`src/rtl/generador_sincronia_vga.sv`:
```
// VGA timing generator: pixel-clock divider plus horizontal/vertical counters,
// with registered hsync, vsync, visible-area flag, coordinates and pulses.
`timescale 1ns/1ps
module generador_sincronia_vga #(
  parameter int   TICKS_POR_PIXEL = 2,
  parameter int   H_VISIBLE       = 640,
  parameter int   H_FRONT         = 16,
  parameter int   H_SYNC          = 96,
  parameter int   H_BACK          = 48,
  parameter int   V_VISIBLE       = 480,
  parameter int   V_FRONT         = 10,
  parameter int   V_SYNC          = 2,
  parameter int   V_BACK          = 33,
  parameter logic SYNC_POL        = 1'b0,
  parameter int   CNT_W           = 11
) (
  input  logic             clk,
  input  logic             reset,
  input  logic             enable,
  output logic             hsync,
  output logic             vsync,
  output logic             video_on,
  output logic [CNT_W-1:0] pixel_x,
  output logic [CNT_W-1:0] pixel_y,
  output logic             pixel_tick,
  output logic             fin_cuadro
);

  localparam int H_TOTAL = H_VISIBLE + H_FRONT + H_SYNC + H_BACK;
  localparam int V_TOTAL = V_VISIBLE + V_FRONT + V_SYNC + V_BACK;
  localparam int DIV_W   = (TICKS_POR_PIXEL > 1) ? $clog2(TICKS_POR_PIXEL) : 1;

  localparam logic [DIV_W-1:0] DIV_LAST     = DIV_W'(TICKS_POR_PIXEL - 1);
  localparam logic [CNT_W-1:0] H_LAST       = CNT_W'(H_TOTAL - 1);
  localparam logic [CNT_W-1:0] V_LAST       = CNT_W'(V_TOTAL - 1);
  localparam logic [CNT_W-1:0] H_VIS        = CNT_W'(H_VISIBLE);
  localparam logic [CNT_W-1:0] V_VIS        = CNT_W'(V_VISIBLE);
  localparam logic [CNT_W-1:0] H_SYNC_START = CNT_W'(H_VISIBLE + H_FRONT);
  localparam logic [CNT_W-1:0] H_SYNC_END   = CNT_W'(H_VISIBLE + H_FRONT + H_SYNC);
  localparam logic [CNT_W-1:0] V_SYNC_START = CNT_W'(V_VISIBLE + V_FRONT);
  localparam logic [CNT_W-1:0] V_SYNC_END   = CNT_W'(V_VISIBLE + V_FRONT + V_SYNC);
  localparam logic             SYNC_ON      = SYNC_POL;
  localparam logic             SYNC_OFF     = ~SYNC_POL;

  logic [DIV_W-1:0] r_div;
  logic [CNT_W-1:0] r_h_cnt;
  logic [CNT_W-1:0] r_v_cnt;

  logic             r_hsync;
  logic             r_vsync;
  logic             r_video_on;
  logic [CNT_W-1:0] r_pixel_x;
  logic [CNT_W-1:0] r_pixel_y;
  logic             r_pixel_tick;
  logic             r_fin_cuadro;

  logic             w_div_last;
  logic             w_h_last;
  logic             w_v_last;
  logic             w_hsync_act;
  logic             w_vsync_act;
  logic             w_visible;
  logic [DIV_W-1:0] w_div_next;
  logic [CNT_W-1:0] w_h_next;
  logic [CNT_W-1:0] w_v_next;

  assign w_div_last  = (r_div == DIV_LAST);
  assign w_h_last    = (r_h_cnt == H_LAST);
  assign w_v_last    = (r_v_cnt == V_LAST);
  assign w_hsync_act = (r_h_cnt >= H_SYNC_START) && (r_h_cnt < H_SYNC_END);
  assign w_vsync_act = (r_v_cnt >= V_SYNC_START) && (r_v_cnt < V_SYNC_END);
  assign w_visible   = (r_h_cnt < H_VIS) && (r_v_cnt < V_VIS);

  // NOTE: every signal written here gets a default first, so no latch can be inferred.
  always_comb begin
    w_div_next = r_div + 1'b1;
    w_h_next   = r_h_cnt;
    w_v_next   = r_v_cnt;
    if (w_div_last) begin
      w_div_next = '0;
      w_h_next   = r_h_cnt + 1'b1;
      if (w_h_last) begin
        w_h_next = '0;
        w_v_next = w_v_last ? '0 : r_v_cnt + 1'b1;
      end
    end
  end

  // NOTE: sequential state uses non-blocking assignments so all registers update together.
  always_ff @(posedge clk or posedge reset) begin
    if (reset) begin
      r_div   <= '0;
      r_h_cnt <= '0;
      r_v_cnt <= '0;
    end else if (enable) begin
      r_div   <= w_div_next;
      r_h_cnt <= w_h_next;
      r_v_cnt <= w_v_next;
    end
  end

  // Decoded outputs hold while stalled; only the pulses are forced low.
  always_ff @(posedge clk or posedge reset) begin
    if (reset) begin
      r_hsync      <= SYNC_OFF;
      r_vsync      <= SYNC_OFF;
      r_video_on   <= 1'b0;
      r_pixel_x    <= '0;
      r_pixel_y    <= '0;
      r_pixel_tick <= 1'b0;
      r_fin_cuadro <= 1'b0;
    end else begin
      r_pixel_tick <= enable && w_div_last;
      r_fin_cuadro <= enable && w_div_last && w_h_last && w_v_last;
      if (enable) begin
        r_hsync    <= w_hsync_act ? SYNC_ON : SYNC_OFF;
        r_vsync    <= w_vsync_act ? SYNC_ON : SYNC_OFF;
        r_video_on <= w_visible;
        r_pixel_x  <= r_h_cnt;
        r_pixel_y  <= r_v_cnt;
      end
    end
  end

  assign hsync      = r_hsync;
  assign vsync      = r_vsync;
  assign video_on   = r_video_on;
  assign pixel_x    = r_pixel_x;
  assign pixel_y    = r_pixel_y;
  assign pixel_tick = r_pixel_tick;
  assign fin_cuadro = r_fin_cuadro;

endmodule

```
`config.mk`:
```
export PLATFORM = sky130hd
export DESIGN_NAME = generador_sincronia_vga
export DESIGN_NICKNAME = d
export VERILOG_FILES = /design/src/rtl/generador_sincronia_vga.sv
export SDC_FILE = /design/constraint.sdc
export NUM_CORES = 1
export LEC_CHECK = 0
export CORE_MARGIN = 3
export CORE_UTILIZATION = 50
export CTS_BUF_LIST = sky130_fd_sc_hd__clkbuf_8
export CTS_CLUSTER_SIZE = 30
export DETAILED_ROUTE_END_ITERATION = 10
export GPL_TIMING_DRIVEN = 0
export PLACE_DENSITY = 0.74
export SKIP_LAST_GASP = 1
export SLEW_MARGIN = 20
export SYNTH_ARGS = -nofsm -noshare
export SYNTH_HDL_FRONTEND = slang
export SYNTH_SLANG_ARGS = --single-unit
```
`constraint.sdc`:
```
create_clock -name clk -period 3.1 [get_ports clk]
set_input_delay 0.465 -clock clk [delete_from_list [all_inputs] [get_ports clk]]
set_output_delay 0.465 -clock clk [all_outputs]
set_load 0.05 [all_outputs]
```
* Word-level counts from Yosys, hierarchy flattened
Index checks and enable logic that the tools add are counted.
Word-level totals: register bits after elaboration 50, word-level logic and storage cells 34
Operators by class: add/subtract/negate cells 3, equal/unequal tests 2, magnitude comparators 6, multiplexer cells 5, reductions and logical operators 8
Operator list (count):
- 11-bit by 1-bit adder with 11-bit output, second input constant | 2
- 11-bit by 10-bit equality test with 1-bit output, second input constant | 2
- 11-bit by 10-bit < comparator with 1-bit output, second input constant | 2
- 11-bit by 9-bit < comparator with 1-bit output, second input constant | 2
- 11-bit 2-to-1 mux | 2
- 11-bit by 10-bit greater-or-equal comparator with 1-bit output, second input constant | 1
- 11-bit by 9-bit greater-or-equal comparator with 1-bit output, second input constant | 1
- 1-bit logical AND | 6
- 1-bit 2-to-1 mux | 3
- 3-bit AND reduction | 1
- 2-bit AND reduction | 1
- 1-bit adder, second input constant | 1

* Depth between registers and ports, before layout
word-level depth 3, mapped depth 6

* Worst setup path after synthesis
No wires, ideal clock.
path kind input-to-reg, start in enable, end reg r_pixel_y[0] (netlist: pixel_y[0]), path buffers 2, stages on the path 3, data required time 2.975 ns, slack 1.507 ns, library setup time 0.125 ns, data arrival time 1.468 ns, path through clkbuf_1 clkbuf_1 mux2_2
RTL lines:
- from (decl) | RTL line 19 | input logic enable,
- to (signal assigned) | RTL line 120 | r_pixel_y <= r_v_cnt;
- to (decl) | RTL line 53 | logic [CNT_W-1:0] r_pixel_y;
No word-level cell between the ends.

* Final worst setup path
start reg r_hsync (netlist: hsync), end out hsync
RTL lines:
- from (decl) | RTL line 49 | logic r_hsync;
- from (signal assigned) | RTL line 116 | r_hsync <= w_hsync_act ? SYNC_ON : SYNC_OFF;
- to (decl) | RTL line 20 | output logic hsync,
No word-level cell between the ends.

==> flow_results.org <==
** Status
- Run status :: complete, no violations

** Clocking
- Buffers inserted during clock tree synthesis total 5.
- Counting every sink on the clock net gives 50.
- Root cell of the clock tree :: sky130_fd_sc_hd__clkbuf_8
- Clock latency reported for the late side of the worst-skew pair :: 310 ps
- After clock tree synthesis, the clock-pin slew on the worst setup and hold paths is 80 ps.
- TritonCTS built the clock tree.
- In this run the number of H-tree levels came out at 2.
- Buffer depth of the longest clock path :: 2
- The number of hold buffers added after CTS was 0.
- Post-CTS setup buffer count :: 0
- Once the clock tree was built, the resizer swapped 0 gates to a different size.

** Worst hold path
- The path class of the tightest hold or removal check is reg2reg.
- Along the worst hold path, the cell count comes to 2.

** Timing
- In the final timing run, aggregate negative setup slack is 0 ps.
- Subtracting the final worst setup slack from the clock period gives 2110 ps.
- Setup violations remaining at the end of the flow were counted as 0.
- Across the routed clock network, the largest skew measured is between 5 and 6 ps.
- In the post-route analysis, the smallest setup slack over all paths is 988 ps.
- Hold Vio Cnt, Final :: 0
- The max-slew violation total from the final report is 0.
- Slew at the pin closest to its max-slew limit :: 588 ps
- Headroom to the max-slew limit :: 60.8%
- Highest achievable clock rate :: 0.473 GHz
- Post-route clock period utilization :: 68.1%
- Setup repair after global routing left no endpoint under its margin.

** Floorplanning
- DIE AREA :: 5290 um2
- The floorplan step set the die height to a little over 70 um.
- In this run the standard cell core region covers 4140 um2.
- Num rows :: 23
- For this configuration, the core starts out at a cell density of 53.7%.
- Ports placed on the boundary :: 30
- Die W :: 72.7 um

** Power
- Fraction of power consumed by the clock network :: between 20% and 30%
- Sequential power share :: 49.3%
- Worst IR Drop VDD :: approximately 600 uV
- Summed over all cells, the static leakage comes to 1.25 nW.
- The design draws 1.65 mW.
- The analysis attributes to net switching a power of 563 uW.
- Cell internal power was estimated by the tool at 1.09 mW.
- Combinational logic burns between 20 and 30% of the power.
- Total power density per cell area :: 613 nW/um2
- Switching share of power :: roughly 34%

** Worst setup path
- The worst register-to-register path begins at r_v_cnt[0].
- Worst endpoint required time :: 2630 ps
- Number of cell instances on the worst register-to-register path :: 6
- For flop-to-flop paths, the worst setup slack is 1300 ps.
- By startpoint and endpoint, the worst setup path is classified as reg2out.
- R2r endpoint :: r_v_cnt[4]
- Largest fanout on the critical path :: 2
- In this design, the stage delay of the slowest critical-path cell is 800 ps.
- Counting both buffers and inverters, the worst setup path holds a total of 1.
- Following the worst setup path forward leads to its endpoint at hsync.
- STA classifies the critical path endpoint as a primary output.
- STA classifies the critical path startpoint as a flop.
- Cell with the largest stage delay on the worst path :: sky130_fd_sc_hd__clkdlybuf4s50_1
- Worst Setup SP :: hsync
- Number of cells on the critical path :: 1
- On the critical path the largest part of the delay comes from buffers and inverters.
- Traced cell by cell, the critical path runs through clkdlybuf4s50_1.
- Data arrival at the endpoint of the critical path :: 1650 ps

** Drt
- The detail route stage leaves a number of antenna-violating nets equal to 0.
- Remaining design rule violation count :: 0
- After detailed routing, the average wire length per cell comes to 15.3 um.
- Final wirelength :: 4230 um
- In the routed layout, each cell is associated on average with a via count of between 5 and 6.
- Detailed Routing Iterations Pass 1 :: 4
- For this block, the via count after detailed routing is 1523.
- Number of violations reported at the end of detailed-routing iteration 0 :: 107

** Global routing
- Global routing consumed, over all layers together, a little under a fifth of the routing resources.
- Entering global routing, the biggest net connects 28 pins.
- Total congestion overflow after global routing :: 0
- Antenna violations before repair :: 0
- Vias in the first global route :: 1522
- Wire length of the first global-routing pass :: 7430 um

** Placed design
- At the end of routability-driven placement, the weighted congestion stood at approximately 0.84.
- Port buffering added 29 buffers.
- After detailed placement, the total cell area comes to approximately 2600 um2.
- Final HPWL from detailed placement :: 3000 um
- Post-Place Setup Slack :: 668 ps

** Final layout
- The filler cells instantiated in the layout total 324.
- The net count of the finished layout is 233.
- Final non-filler cell area :: 2690 um2
- 0 antenna diodes ended up in the layout.
- Relative to the synthesized area, the layout overhead comes to 20.8%.
- Final design utilization :: between 60 and 70%
- Of the cells placed in the final design, the portion with a size suffix greater than 1 is 18.6%.

** Synth
- In this run, synthesis inferred 0 flip-flops with an integrated enable.
- Synthesized instance count :: 188
- For this run, asynchronously set or reset flops after synthesis account for 100%.
- The most used flip-flop cell after synthesis is sky130_fd_sc_hd__dfrtp_1.
- Area fraction of the dominant cell type after synthesis :: 53.9%
- Number of nets produced by synthesis :: 196
- Area contributors post-synth :: sky130_fd_sc_hd__dfrtp_1 54%, sky130_fd_sc_hd__mux2_2 11%, sky130_fd_sc_hd__xor2_1 3.9%
- Cell type contributing the most total cell area after synthesis :: sky130_fd_sc_hd__dfrtp_1
- Cell variety after synth :: 35
- The average instance in the mapped netlist occupies approximately 12 um2.
- Synthesis inferred 50 register bits.
- Warning count from the yosys run :: 0
- Sequential cells were found to cover 56.3% of the synthesized design area.
- Summing every instance area after synthesis gives 2230 um2.

** Run
- Max-cap violations in this run came to 0.
cells by family after synthesis:
logic type	after synthesis	share of synthesized area [%]
XOR/XNOR	14	5.51
adder cells (fa/ha/maj)	5	2.81
AO/OA/AOI/OAI	13	3.20
multiplexers	24	12.0
flip-flops	50	56.3
buffers and inverters	15	2.98
AND/OR/NAND/NOR	67	17.2
layout make-up:
type | instances | area (um2) | area share (%)
clock inverters | 2 | 8.76 | 0.325
repair buffers | 30 | 310 | 11.5
flip-flops and latches | 50 | 1250 | 46.6
well taps | 50 | 62.6 | 2.32
plain buffers | 8 | 40.0 | 1.49
clock buffers | 6 | 82.6 | 3.07
multi-input cells | 123 | 907 | 33.7
inverters | 7 | 26.3 | 0.976
state kept, by name (all words and copies together) (netlist names):
register	flops
r_v_cnt	11
video_on	1
pixel_y	11
hsync	1
fin_cuadro	1
vsync	1
r_div	1
pixel_tick	1
r_h_cnt	11
pixel_x	11
power by group through the flow:
stage | combinational (mW) | clock (mW) | sequential (mW)
after floorplan | 0.170 | 0 | 0.957
after global placement | 0.434 | 0 | 0.818
after detailed placement | 0.443 | 0 | 0.825
after CTS | 0.450 | 0.402 | 0.813
after global routing | 0.481 | 0.431 | 0.829
final | 0.443 | 0.394 | 0.813
cell usage after synthesis, types with 3 or more instances:
cell and count:
sky130_fd_sc_hd__a21oi_1 3, sky130_fd_sc_hd__xor2_1 10, sky130_fd_sc_hd__nand4_1 7, sky130_fd_sc_hd__nor4_1 4, sky130_fd_sc_hd__nand3_1 10, sky130_fd_sc_hd__xnor2_1 4, sky130_fd_sc_hd__nand2_1 12, sky130_fd_sc_hd__inv_1 7
sky130_fd_sc_hd__dfrtp_1 48, sky130_fd_sc_hd__mux2_2 22, sky130_fd_sc_hd__o21ai_0 7, sky130_fd_sc_hd__nor3_1 5, sky130_fd_sc_hd__ha_1 5, sky130_fd_sc_hd__nor2_1 12, sky130_fd_sc_hd__clkbuf_1 5
cells in the final DEF (no fill, tap or decap), types with 2 or more instances in the layout:
master / n
sky130_fd_sc_hd__nand3_1: 10
sky130_fd_sc_hd__inv_1: 7
sky130_fd_sc_hd__clkbuf_1: 5
sky130_fd_sc_hd__and3_1: 2
sky130_fd_sc_hd__clkdlybuf4s50_1: 29
sky130_fd_sc_hd__and4_1: 2
sky130_fd_sc_hd__mux2i_1: 2
sky130_fd_sc_hd__clkbuf_8: 6
sky130_fd_sc_hd__a21oi_1: 3
sky130_fd_sc_hd__nand4_1: 7
sky130_fd_sc_hd__nor2_1: 12
sky130_fd_sc_hd__dfstp_2: 2
sky130_fd_sc_hd__ha_1: 5
sky130_fd_sc_hd__nand2_1: 12
sky130_fd_sc_hd__o21ai_0: 7
sky130_fd_sc_hd__xnor2_1: 4
sky130_fd_sc_hd__nor4_1: 4
sky130_fd_sc_hd__and3_2: 2
sky130_fd_sc_hd__a31oi_1: 2
sky130_fd_sc_hd__xor2_1: 10
sky130_fd_sc_hd__dfrtp_1: 48
sky130_fd_sc_hd__mux2_2: 22
sky130_fd_sc_hd__and2_1: 2
sky130_fd_sc_hd__nor3_1: 5
how the worst min path moves through the flow:
| stage | startpoint | end | slack, ps |
|---|---|---|---|
| floorplan | r_div | r_div | 450 |
| global placement | r_div | r_div | 470 |
| detailed placement | r_div | r_div | 480 |
| CTS | hsync | hsync | 490 |
| global route | hsync | hsync | 500 |
| finish | hsync | hsync | 490 |
per-layer routing:
metal / part of all wire, % / GRT usage [%]
met3: 3.0 / 3.99
met5: 0 / 0
met1: 47 / 25.2
met2: 48 / 27.9
met4: 2.3 / 7.99
per-stage QoR:
step                      cells  hold WS (ps)
after floorplan             188           446
after global placement      267           475
after detailed placement    268           479
after CTS                   276           494
after global routing        276           502
final                       276           492
(Power assumes the default switching activity.)
